===== config.mk =====
export PLATFORM = sky130hd
export DESIGN_NAME = registers
export DESIGN_NICKNAME = d
export VERILOG_FILES = /design/src/rtl/registers.sv
export SDC_FILE = /design/constraint.sdc
export NUM_CORES = 2
export LEC_CHECK = 0
export CORE_ASPECT_RATIO = 1.2
export CORE_MARGIN = 1.5
export CORE_UTILIZATION = 55
export CTS_BUF_LIST = sky130_fd_sc_hd__clkbuf_2 sky130_fd_sc_hd__clkbuf_4 sky130_fd_sc_hd__clkbuf_8
export DETAILED_ROUTE_END_ITERATION = 8
export PLACE_DENSITY = 0.76
export SLEW_MARGIN = 20
export SYNTH_ARGS = -nofsm -noshare
export SYNTH_HDL_FRONTEND = slang
export SYNTH_SLANG_ARGS = --single-unit
export TNS_END_PERCENT = 30

===== constraint.sdc =====
create_clock -name clk -period 4.3 [get_ports clk]
set_input_delay 1.075 -clock clk [delete_from_list [all_inputs] [get_ports clk]]
set_output_delay 1.075 -clock clk [all_outputs]
set_load 0.005 [all_outputs]

===== src/rtl/registers.sv =====
// RV32I integer register file: 32 x 32-bit registers, two combinational
// read ports (rs1/rs2) and one synchronous write port (rd). x0 reads as
// zero and ignores writes. Reads do not forward a same-cycle write; the
// pipeline is responsible for forwarding.
module registers #(
    parameter int XLEN = 32,
    parameter int NREG = 32
) (
    input  logic                    clk,
    input  logic                    rst_n,
    input  logic [$clog2(NREG)-1:0] a1,
    input  logic [$clog2(NREG)-1:0] a2,
    input  logic [$clog2(NREG)-1:0] a3,
    input  logic                    we3,
    input  logic [XLEN-1:0]         wd3,
    output logic [XLEN-1:0]         rd1,
    output logic [XLEN-1:0]         rd2
);

    localparam int AW = $clog2(NREG);

    // Entry 0 exists only to keep indexing simple; it is never written
    // and never read, because x0 is decoded on the read side.
    logic [XLEN-1:0] regs_q [NREG];
    logic [XLEN-1:0] regs_d [NREG];

    logic wr_en;
    assign wr_en = we3 && (a3 != '0);

    // Next-state: update only the addressed register on an enabled write.
    always_comb begin
        regs_d = regs_q;
        if (wr_en) begin
            regs_d[a3] = wd3;
        end
    end

    // Storage: asynchronous active-low clear, otherwise load next state.
    always_ff @(posedge clk or negedge rst_n) begin
        if (!rst_n) begin
            for (int i = 0; i < NREG; i++) begin
                regs_q[i] <= '0;
            end
        end else begin
            regs_q <= regs_d;
        end
    end

    // Read ports: x0 is a constant, so it is zero even before first reset.
    always_comb begin
        rd1 = (a1 == AW'(0)) ? '0 : regs_q[a1];
        rd2 = (a2 == AW'(0)) ? '0 : regs_q[a2];
    end

endmodule


* Word-level counts from Yosys, hierarchy flattened
Index checks and enable logic that the tools add are counted.
** Word-level totals
- Flip-flop bits (word level) :: 1024
- Bits of input ports :: 50
- Output and inout bits :: 64
** Cells by class
- Magnitude comparators :: 4
- Multiplexer cells :: 11
- Bitwise operators :: 3
- Reductions and logical operators :: 5
** Operators by type and width (count)
- bitwise mux 1024 bit :: 1
- binary-select mux 32 bit (select 5 bit) :: 2
- 2-to-1 mux 32 bit :: 7
- demux 32 bit (select 5 bit) :: 1
- greater-or-equal comparator 6 bit, second input constant :: 3
- inverter 5 -> 6 bit :: 3
- logical NOT 5 bit :: 2
- less-than comparator 6 x 1 -> 1 bit, second input constant :: 1
- nonzero test 5 bit :: 1
- logical AND 1 bit :: 2

* Depth between registers and ports, before layout
- Depth in word-level cells :: 6
- Mapped depth :: 9
- Depth with buffers taken out :: 4

* Worst setup path before layout
OpenSTA, ideal clock, no wires.
- Path type :: in2out
- Start point :: input port a2[0]
- End point :: output port rd2[10]
- Arrival :: 2.724 ns
- Setup slack :: 0.501 ns
- Cell stages on the path :: 6
- Buffers on the path :: 3
- Path through :: buf_2 > buf_2 > buf_2 > mux4_2 > a2111oi_0 > nor3_1
** Between the ends
- Word-level cells in the longest chain between the ends :: 5
- Elaborated cells on any way between the ends :: 6
- Classes of those cells :: 4 x mux; 1 x bitwise; 1 x reduce/logical
** RTL lines
- start, declared :: line 12 : input logic [$clog2(NREG)-1:0] a2,
- inverter 5 -> 6 bit (implied by the code) :: line 52 : rd2 = (a2 == AW'(0)) ? '0 : regs_q[a2];
- binary-select mux 32 bit (select 5 bit) :: line 52
- 2-to-1 mux 32 bit (implied by the code) (2 in series) :: line 52
- 2-to-1 mux 32 bit * :: line 52
- end, declared :: line 17 : output logic [XLEN-1:0] rd2
Every way passes the cells marked *; elsewhere a longest branch is shown, timed or not. The select of a mux whose other input is x is not followed.

* Worst setup path after layout
- Start point :: input port a1[1]
- End point :: output port rd1[25]
** Between the ends
- Word-level cells in the longest chain between the ends :: 5
- Elaborated cells on any way between the ends :: 6
- Classes of those cells :: 4 x mux; 1 x bitwise; 1 x reduce/logical
** RTL lines
- start, declared :: line 11 : input logic [$clog2(NREG)-1:0] a1,
- inverter 5 -> 6 bit (implied by the code) :: line 51 : rd1 = (a1 == AW'(0)) ? '0 : regs_q[a1];
- binary-select mux 32 bit (select 5 bit) :: line 51
- 2-to-1 mux 32 bit (implied by the code) (2 in series) :: line 51
- 2-to-1 mux 32 bit * :: line 51
- end, declared :: line 16 : output logic [XLEN-1:0] rd1,
Marked as above.

==> flow_metrics.env <==
export IMPL_status="finished, violations left"
export IMPL_failed_checks="setup timing"
export IMPL_timing_critical_path_fanout_max=7
export IMPL_synth_top_family_by_area="multiplexers"
export IMPL_tightest_slew_ns=1.14
export IMPL_floorplan_die_height_um=346
export IMPL_placedInstanceArea_um2=59000
export IMPL_nFillCells=6390
export IMPL_synthTopCellsByArea="dfrtp_1 47%, mux2_2 21%, mux4_2 20%, mux2i_1 2.9%, clkbuf_1 1.5%"
export IMPL_rows=125
export IMPL_ys_seq_area_share_pct=47.4
export IMPL_worst_endpoint_arrival_ns=3.38
export IMPL_power_static_leakage_nw=28.4
export IMPL_min_delay_path_class="primary input to async pin"
export IMPL_initial_utilization_pct=55.6
export IMPL_commonest_register_cell_after_synthesis="dfrtp_1"
export IMPL_cts_reportedPaths_clkPinSlew_ns=0.06
export IMPL_clock_insertion_delay_worst_skew_ns=0.86
export IMPL_synth_edff_count=0
export IMPL_postSynthRegisterBits=1024
export IMPL_fin_crit_sh_pct=104
export IMPL_post_route_worst_setup_slack_ns=-0.151
export IMPL_critPathSlowestCell="mux4_2"
export IMPL_cts_root_buffer_cell="clkbuf_8"
export IMPL_detail_route_wirelength_um=181000
export IMPL_detailedRoute_firstPassIterationCount=5
export IMPL_area_delta_synth_final_pct=19.9
export IMPL_finalInstanceArea_um2=64800
export IMPL_post_synth_instance_area_um2=54000
export IMPL_floorplan_io_pins=114
export IMPL_cts_tree="built"
export IMPL_cts_buffers_inserted=164
export IMPL_synth_avg_cell_area_um2=15.4
export IMPL_vdd_drop_max_v=0.000332
export IMPL_grt_pass1_vias=39500
export IMPL_dieWidth_um=289
export IMPL_synthesis_yosys_warnings=0
export IMPL_synthMostInstantiatedCell="dfrtp_1"
export IMPL_combinational_share_of_power_pct=23.1
export IMPL_synthMuxAreaShare_pct=43.8
export IMPL_worst_path_buf_inv=5
export IMPL_drt_drc_violations_left=0
export IMPL_design_die_area_um2=100000
export IMPL_grt_ovfl_total=0
export IMPL_largest_net_degree_at_the_start_of_global_routing=103
export IMPL_critical_path_cell_chain="buf_16 -> buf_12 -> buf_16 -> mux4_2 -> mux4_2 -> o22ai_2 -> nor3_2 -> buf_4 -> clkdlybuf4s50_1"
export IMPL_internal_power_of_the_cells_mw=20.3
export IMPL_path_delay_family="multiplexers"
export IMPL_drt_iter0_markers=4329
export IMPL_drv_max_cap_violation_count=0
export IMPL_gr_usage_all_layers_pct=36.6
export IMPL_grt_first_pass_wirelength_um=265000
export IMPL_yosys_cell_types_count=41
export IMPL_end_kind="primary output"
export IMPL_io_buffers=113
export IMPL_rsz0062_at_grt="yes"
export IMPL_pwr_share_clk_pct=31.2
export IMPL_max_stage_delay_ns=0.55
export IMPL_report_final_slew_viol_count=0
export IMPL_routed_wire_length_per_instance_um=34.5
export IMPL_cp_start_kind="primary input"
export IMPL_synthSimpleGateAreaFrac_pct=1.51
export IMPL_relSlewSlack_pct=23.6
export IMPL_synth_cells=3514
export IMPL_cts_buffer_depth=3
export IMPL_period_needed_ns=4.45
export IMPL_number_of_hold_slack_violations_in_the_final_timing_report=0
export IMPL_final_setup_skew_ns=0
export IMPL_routed_via_count=37500
export IMPL_biggestRegsByFlops="regs_q (1024)"
export IMPL_p_per_area_nw_per_um2=439
export IMPL_synth_compound_gate_area_share_pct=3.67
export IMPL_critPathKind="primary input to primary output"
export IMPL_final_total_pwr_mw=28.4
export IMPL_final_cell_count_no_fill=5234
export IMPL_synth_top_cell_by_area="dfrtp_1"
export IMPL_initial_antenna_violation_count=12
export IMPL_detailedPlace_worstSlack_ns=-0.733
export IMPL_viasPerCell=7.17
export IMPL_total_switching_power_mw=8.16
export IMPL_power_frac_seq_pct=45.7
export IMPL_netSwitchingFraction_pct=28.7
export IMPL_top_post_synthesis_cells_by_count="1024 x dfrtp_1, 1020 x mux2_2, 469 x mux4_2"
export IMPL_final_net_count=3885
export IMPL_regMostFlops="regs_q"
export IMPL_post_dp_hpwl_um=110000
export IMPL_holdWs_ns=0.0784
export IMPL_synth_xor_area_share_pct=0
export IMPL_gp_congestion=0.915
export IMPL_antenna_violating_nets_post_route=0
export IMPL_count_of_h_tree_levels_built_during_cts=4
export IMPL_maxClockFrequency_ghz=0.225
export IMPL_netlist_area_leader_share_pct=47.4
export IMPL_largest_register_ffs=1024
export IMPL_clock_sink_count=1024
export IMPL_drive_gt1_share_pct=61.6
export IMPL_core_region_area_um2=97100
export IMPL_synth_async_reset_ratio_pct=100
export IMPL_critical_path_required_ns=3.22
export IMPL_placedCellCount=4861
export IMPL_total_setup_violations_reported_at_the_end_of_the_flow=13
export IMPL_mappedNetlistNets=3564
export IMPL_synth_adder_area_share_pct=0
==> repair_timing <==
item                                    in CTS  in global routing
pin swaps                                   46                 33
buffers inserted                            40                 26
gates resized for setup                    266                 76
hold buffers                                 0                  0
cloned                                      12                  2
endpoints found under the setup margin      64                 38
==> power groups by stage <==
stage          Clock [mW]  Sequential [mW]  Combinational, mW
2_1_floorplan           0             12.5               4.29
6_report             8.88             13.0               6.57
5_1_grt              9.36             13.1               6.90
4_1_cts              8.95             12.9               6.41
3_3_place_gp            0             12.8               5.86
3_5_place_dp            0             13.0               6.10
==> per-layer routing <==
layer,vias to the layer above,share of wire (%),global-route usage [%]
met3,676,10,9.01
met1,19900,36,47.9
met4,10,6.8,23.2
li1,14400,-,-
met5,-,0.034,0
met2,2561,46,54.9
==> cells in the final DEF, fill, tap and decap left out, types with 5 or more instances in the layout <==
| cell | netlist | layout |
|---|---|---|
| a211oi_1 | 38 | 10 |
| nor2b_1 | 19 | 14 |
| buf_6 | 13 | 16 |
| dlygate4sd2_1 | 0 | 21 |
| nand2_1 | 23 | 10 |
| o22ai_1 | 81 | 49 |
| buf_16 | 0 | 22 |
| mux2i_1 | 158 | 154 |
| a22o_1 | 52 | 52 |
| o221ai_1 | 26 | 25 |
| buf_4 | 34 | 336 |
| mux4_2 | 469 | 469 |
| clkbuf_4 | 0 | 55 |
| dfrtp_1 | 1024 | 1024 |
| clkinv_2 | 0 | 18 |
| buf_8 | 0 | 9 |
| clkinvlp_4 | 0 | 7 |
| clkdlybuf4s50_1 | 0 | 42 |
| a21oi_1 | 11 | 10 |
| mux2_2 | 1020 | 1020 |
| a22oi_1 | 18 | 16 |
| nor2_4 | 0 | 12 |
| nand2b_1 | 8 | 8 |
| nor2_1 | 18 | 5 |
| clkbuf_8 | 0 | 203 |
| nand2_2 | 0 | 13 |
| nor3_1 | 57 | 36 |
| nor3_2 | 0 | 18 |
| buf_2 | 95 | 7 |
| buf_12 | 0 | 98 |
| o22ai_2 | 0 | 28 |
| a2111oi_4 | 0 | 19 |
| dlymetal6s2s_1 | 0 | 12 |
| diode_2 | 0 | 6 |
| a211oi_2 | 0 | 25 |
==> logic make-up (layout without fill, tap and decap cells) <==
group / after synthesis / count (layout)
multiplexers: 1651 / 1651
flip-flops: 1024 / 1024
buffers and inverters: 420 / 863
AO/OA/AOI/OAI: 263 / 263
AND/OR/NAND/NOR: 156 / 157
other: 0 / 6
==> per-stage QoR <==
| stage | TNS, ns | utilization [%] |
|---|---|---|
| after floorplan | 0 | - |
| after global placement | -21.78 | 60.8 |
| after detailed placement | -22.75 | 60.8 |
| after CTS | -2.63 | 66.0 |
| after global routing | -1.40 | 66.7 |
| final | -0.963 | 66.7 |
==> path summary, 6_finish.rpt <==
kind	from	to	slack (ns)	cells past startpoint
worst max-delay path	a1[1]	rd1[25]	-0.15	9
worst min-delay path	rst_n	regs_q[310]$_DFFE_PN0P_	0.08	1
worst max register to register	regs_q[623]$_DFFE_PN0P_	regs_q[623]$_DFFE_PN0P_	3.46	1
worst min register to register	regs_q[1008]$_DFFE_PN0P_	regs_q[1008]$_DFFE_PN0P_	0.39	0
max in group asynchronous	rst_n	regs_q[134]$_DFFE_PN0P_	2.78	3
min in group clk	regs_q[1008]$_DFFE_PN0P_	regs_q[1008]$_DFFE_PN0P_	0.39	0
==> area by class of cell <==
cell class	count	area (µm²)	share of cell area (%)
flip-flops and latches	1024	25600	39.6
clock buffers	258	3210	4.95
multi-input cells	2071	27700	42.8
diodes	6	15.0	0.0232
repair buffers	573	6370	9.83
well taps	1270	1590	2.45
clock inverters	31	238	0.367
inverters	1	3.75	0.00580
Power figures use the tool's default switching activity.
